--- config.mk ---
export PLATFORM = sky130hd
export DESIGN_NAME = ras_stack
export DESIGN_NICKNAME = d
export VERILOG_FILES = /design/src/rtl/ras_pkg.sv /design/src/rtl/ras_ptr.sv /design/src/rtl/ras_stack.sv
export SDC_FILE = /design/constraint.sdc
export NUM_CORES = 1
export LEC_CHECK = 0
export ABC_AREA = 1
export CORE_UTILIZATION = 51
export CTS_BUF_LIST = sky130_fd_sc_hd__clkbuf_16
export CTS_CLUSTER_DIAMETER = 200
export DETAILED_ROUTE_END_ITERATION = 8
export PLACE_DENSITY = 0.79
export SYNTH_ARGS = -nofsm -noshare
export SYNTH_HDL_FRONTEND = slang
export SYNTH_SLANG_ARGS = --single-unit
export TNS_END_PERCENT = 10
--- constraint.sdc ---
create_clock -name clk -period 2.57 [get_ports clk]
set_input_delay 0.514 -clock clk [delete_from_list [all_inputs] [get_ports clk]]
set_output_delay 0.514 -clock clk [all_outputs]
set_load 0.03 [all_outputs]
--- src/rtl/ras_pkg.sv ---
// ras_pkg: shared op encoding and {call, ret} decode for the return-address stack
package ras_pkg;
  typedef enum logic [1:0] {RAS_NOP, RAS_PUSH, RAS_POP, RAS_SWAP} ras_op_t;
  function automatic ras_op_t ras_decode(input logic call, input logic ret);
    return (call && ret) ? RAS_SWAP : call ? RAS_PUSH : ret ? RAS_POP : RAS_NOP;
  endfunction
endpackage

--- src/rtl/ras_ptr.sv ---
// ras_ptr: top pointer, occupancy, sticky errors and write control for ras_stack (hwm with RAS_HWM_EN)
module ras_ptr
  import ras_pkg::*;
#(
  parameter int DEPTH = 8,
  localparam int AW = $clog2(DEPTH)
) (
  input  logic          clk,
  input  logic          reset,
  input  ras_op_t       op,
  output logic [AW-1:0] tp,
  output logic [AW:0]   count,
  output logic          full,
  output logic          empty,
  output logic          ovf,
  output logic          unf,
`ifdef RAS_HWM_EN
  output logic [AW:0]   hwm,
`endif
  output logic          we,
  output logic [AW-1:0] widx
);
  logic [AW-1:0] tp_nxt;
  logic [AW:0]   cnt_nxt;
  logic          ovf_nxt, unf_nxt, grow;
  assign full  = count == (AW+1)'(DEPTH);
  assign empty = count == '0;
  assign grow  = op == RAS_PUSH || (op == RAS_SWAP && empty);
  // next-state decode; a swap on an empty stack degrades to a push and flags underflow
  always_comb begin
    we      = grow || op == RAS_SWAP;
    widx    = grow ? tp : tp - 1'b1;
    tp_nxt  = grow ? tp + 1'b1 : (op == RAS_POP && !empty) ? tp - 1'b1 : tp;
    cnt_nxt = (grow && !full) ? count + 1'b1 : (op == RAS_POP && !empty) ? count - 1'b1 : count;
    ovf_nxt = ovf | (grow && full);
    unf_nxt = unf | (empty && (op == RAS_POP || op == RAS_SWAP));
  end
  // state registers, cleared asynchronously
  always_ff @(posedge clk or posedge reset) begin
    if (reset) begin
      tp    <= '0;
      count <= '0;
      ovf   <= 1'b0;
      unf   <= 1'b0;
    end else begin
      tp    <= tp_nxt;
      count <= cnt_nxt;
      ovf   <= ovf_nxt;
      unf   <= unf_nxt;
    end
  end
`ifdef RAS_HWM_EN
  // high-water mark tracks the largest occupancy seen since reset
  always_ff @(posedge clk or posedge reset) begin
    if (reset) hwm <= '0;
    else       hwm <= (cnt_nxt > hwm) ? cnt_nxt : hwm;
  end
`endif
endmodule

--- src/rtl/ras_stack.sv ---
// ras_stack: circular return-address stack with same-cycle pop target (hwm port with RAS_HWM_EN)
module ras_stack
  import ras_pkg::*;
#(
  parameter int D = 12,
  parameter int DEPTH = 8,
  localparam int AW = $clog2(DEPTH)
) (
  input  logic         clk,
  input  logic         reset,
  input  logic         call,
  input  logic         ret,
  input  logic [D-1:0] addr,
  input  logic [D-1:0] target_in,
  output logic [D-1:0] target_out,
  output logic [AW:0]  count,
  output logic         full,
  output logic         empty,
  output logic         ovf,
`ifdef RAS_HWM_EN
  output logic [AW:0]  hwm,
`endif
  output logic         unf
);
  logic [D-1:0]  mem [DEPTH];
  logic [AW-1:0] tp, widx;
  logic          we;
  ras_op_t       op;
  assign op = ras_decode(call, ret);
  ras_ptr #(.DEPTH(DEPTH)) u_ptr (
    .clk   (clk),
    .reset (reset),
    .op    (op),
    .tp    (tp),
    .count (count),
    .full  (full),
    .empty (empty),
    .ovf   (ovf),
    .unf   (unf),
`ifdef RAS_HWM_EN
    .hwm   (hwm),
`endif
    .we    (we),
    .widx  (widx)
  );
  // storage holds the return address (next instruction), never reset
  always_ff @(posedge clk) begin
    if (we) mem[widx] <= addr + 1'b1;
  end
  assign target_out = (ret && !empty) ? mem[tp - 1'b1] : target_in;
endmodule
==> results.md <==
* Status: finished, violations left
* Failing checks: DRC, setup timing
* I/O Pins at between 40 and 50
* Overall Power at 8.21 mW
* Chip width at 98.0 um
* Post-Syn Area at 4700 sq um
* Hold WS at 429 ps
* Die ar. at 9600 sq um
* H-Tree Level Count at 3
* Share of layout cells above drive strength 1 at between 10% and 20%
* Post-synth top area share at 61.4%
* CP required at 2060 ps
* Clk_skew at 6.41 ps
* Pin count of the biggest net entering global routing at 52
* Count leader, synth: edfxtp_1
* Layout area overhead at 27.2%
* Core Box Area at around 8800 sq um
* Worst EP arrival at 2120 ps
* Routability cong. at 0.789
* Register Area at 3110 sq um
* Max-Cap Viols at 0
* WL/cell at between 15 and 20 um
* DR vias/cell at 5.81
* Antenna-violating nets left at 0
* Netlist cell types at 29
* Final WL at roughly 11 mm
* Hold_buf cts at 0
* Sequential fraction of the synthesis area at around two thirds
* Fmax at 380 MHz
* Crit end category: output pin
* Area of the multi-input gates at 1480 sq um
* Synthesized flop and latch total at 105
* Highest-delay cell along the critical path: dfrtp_1
* Area leader, netlist: edfxtp_1
* FF-to-FF setup slack at 340 ps
* Dpl cells at 582
* RR Startpoint: u_ptr.count[0]
* Port Buffers at 47
* Pleak at ~2.2 nW
* Final hold violation count at 0
* Slew of the pin with the lowest slew margin at 524 ps
* Critical path class: flip-flop to output pin
* CP startpoint kind: flip-flop
* Vias at approximately 3500
* Fraction of registers with async set/reset at 8.57%
* Worst vdd ir at ~0.58 mV
* CP Buf/Inv Count at 4
* Critical Path Source: u_ptr.tp[1]
* DRC at 3
* Finished Core Util at 67.9%
* Slew Limit Headroom at 65.0%
* Final net count at 530
* Initial antenna violation count at 0
* Vert. Die Dim at 98.0 um
* Final WS setup at -60.1 ps
* GRT Util Overall at between 20% and 30%
* Non-Filler Instances at 607
* Clk buf depth at 2
* Post-synth EDFFs at 96
* Hold/Removal Path Class: input port to async pin
* Design area at 5980 sq um
* Num CTS Buffers at 9
* Final Critical Period at 2630 ps
* R2R depth at 8
* DP Area at 5390 sq um
* # rows at 34
* Worst-path cell chain: inv_2 -> ha_4 -> buf_12 -> buf_16 -> nor2_1 -> o21ai_1 -> o211ai_1 -> nand3_1 -> nand2_1 -> buf_6
* DP HPWL at between 6 and 7 mm
* Mapped Cells at 417
* Ant diodes at 0
* First-pass GRT wire length at 16.9 mm
* Starting Density at 53.4%
* CTS tree: yes
* Clk slew on worst S/H paths at 70 ps
* Yosys warning total at 0
* Fin crit share at 102%
* Top FF cell, synth: edfxtp_1
* Worst-skew pair later-pin latency at 340 ps
* Final TNS setup at -133 ps
* Synth top area cells: edfxtp_1 61%, nor2_1 6.7%, o21ai_0 5.5%, dfrtp_1 4.8%, nand2_1 4.3%
* Average cell area after synthesis at 11.3 sq um
* Slowest stage delay, CP at 400 ps
* R2r endpoint: mem[7][4]
* Fillers at 611
* Pre-CTS WS at 45.6 ps
* Grt total ovfl at 0
* Pins Over Slew Limit at 0
* Initial DRC count at 346
* Synth cell count leaders: 96 x edfxtp_1, 84 x nor2_1, 54 x nand2_1
* RSZ-0062 raised after global routing: yes
* Vias in the first global route at approximately 3400
* Peak fanout along the critical path at 8
* Pwr dens at 1370 nW/um^2
* Final setup viols at 5
* CP top delay family: buffers and inverters
* CTS Root Cell: clkbuf_16
* Clock sink count at roughly 110
* Drt pass-1 iters at 9
* Syn_nets at 453
==> metal layers <==
layer / vias to the layer above / routed length, um / track usage (%)
met5: - / 0 / 0
met4: 0 / 235 / 9.91
met3: 23 / 775 / 4.44
met2: 165 / 5760 / 39.4
met1: 1716 / 4510 / 29.7
li1: 1622 / - / -
==> layout by cell type (no fill, tap or decap), types with 6 or more instances in the layout <==
| cell type | synthesis | layout |
|---|---|---|
| clkbuf_16 | 0 | 12 |
| o21ai_0 | 52 | 39 |
| nand3_1 | 23 | 23 |
| edfxtp_1 | 96 | 96 |
| ha_1 | 7 | 6 |
| inv_1 | 16 | 15 |
| clkdlybuf4s50_1 | 0 | 35 |
| o21ai_2 | 3 | 6 |
| buf_6 | 2 | 14 |
| xor2_1 | 8 | 8 |
| dfrtp_1 | 9 | 9 |
| buf_4 | 4 | 30 |
| nor2_1 | 84 | 77 |
| nand2_1 | 54 | 53 |
| o211ai_1 | 24 | 24 |
| o21ai_1 | 0 | 10 |
==> logic make-up after synthesis <==
logic type               count (synthesis)  synth area share, %
AND/OR/NAND/NOR                        170                 14.6
XOR/XNOR                                14                 2.77
flip-flops                             105                 66.2
buffers and inverters                   37                 3.62
AO/OA/AOI/OAI                           83                 10.5
adder cells (fa/ha/maj)                  8                 2.29
==> cell type report <==
cell class / count / share of cell area, %
sequential: 105 / 52.0
multi-input combinational: 275 / 24.7
timing repair buffer: 86 / 15.0
clock buffer: 9 / 3.77
tap: 108 / 2.26
clock inverter: 7 / 1.19
inverter: 17 / 1.07
==> flip-flops by register name, summed over array words and instances (netlist names) <==
name	flops
u_ptr.unf	1
u_ptr.ovf	1
u_ptr.count	4
mem	96
u_ptr.tp	3
==> worst max path at each step <==
stage / endpoint / cells after the start
2_1_floorplan: mem[5][0] / 8
3_3_place_gp: mem[7][5] / 7
3_5_place_dp: mem[7][10] / 7
4_1_cts: target_out[11] / 7
5_1_grt: target_out[8] / 10
6_report: target_out[6] / 10
==> power breakdown <==
group | internal [mW] | leakage, nW | switching (mW)
clock network | 0.755 | 0.143 | 0.600
logic | 1.86 | 1.13 | 2.61
registers | 2.23 | 0.973 | 0.146
total | 4.85 | 2.25 | 3.36
==> what timing repair did <==
action / 4_1_cts / 5_1_grt
setup endpoints to repair: 10 / 11
pin swaps: 2 / 24
cloned: 1 / 3
setup buffers: 1 / 4
hold endpoints to repair: 0 / 0
gates resized for setup: 7 / 45
Power figures use the tool's default switching activity.
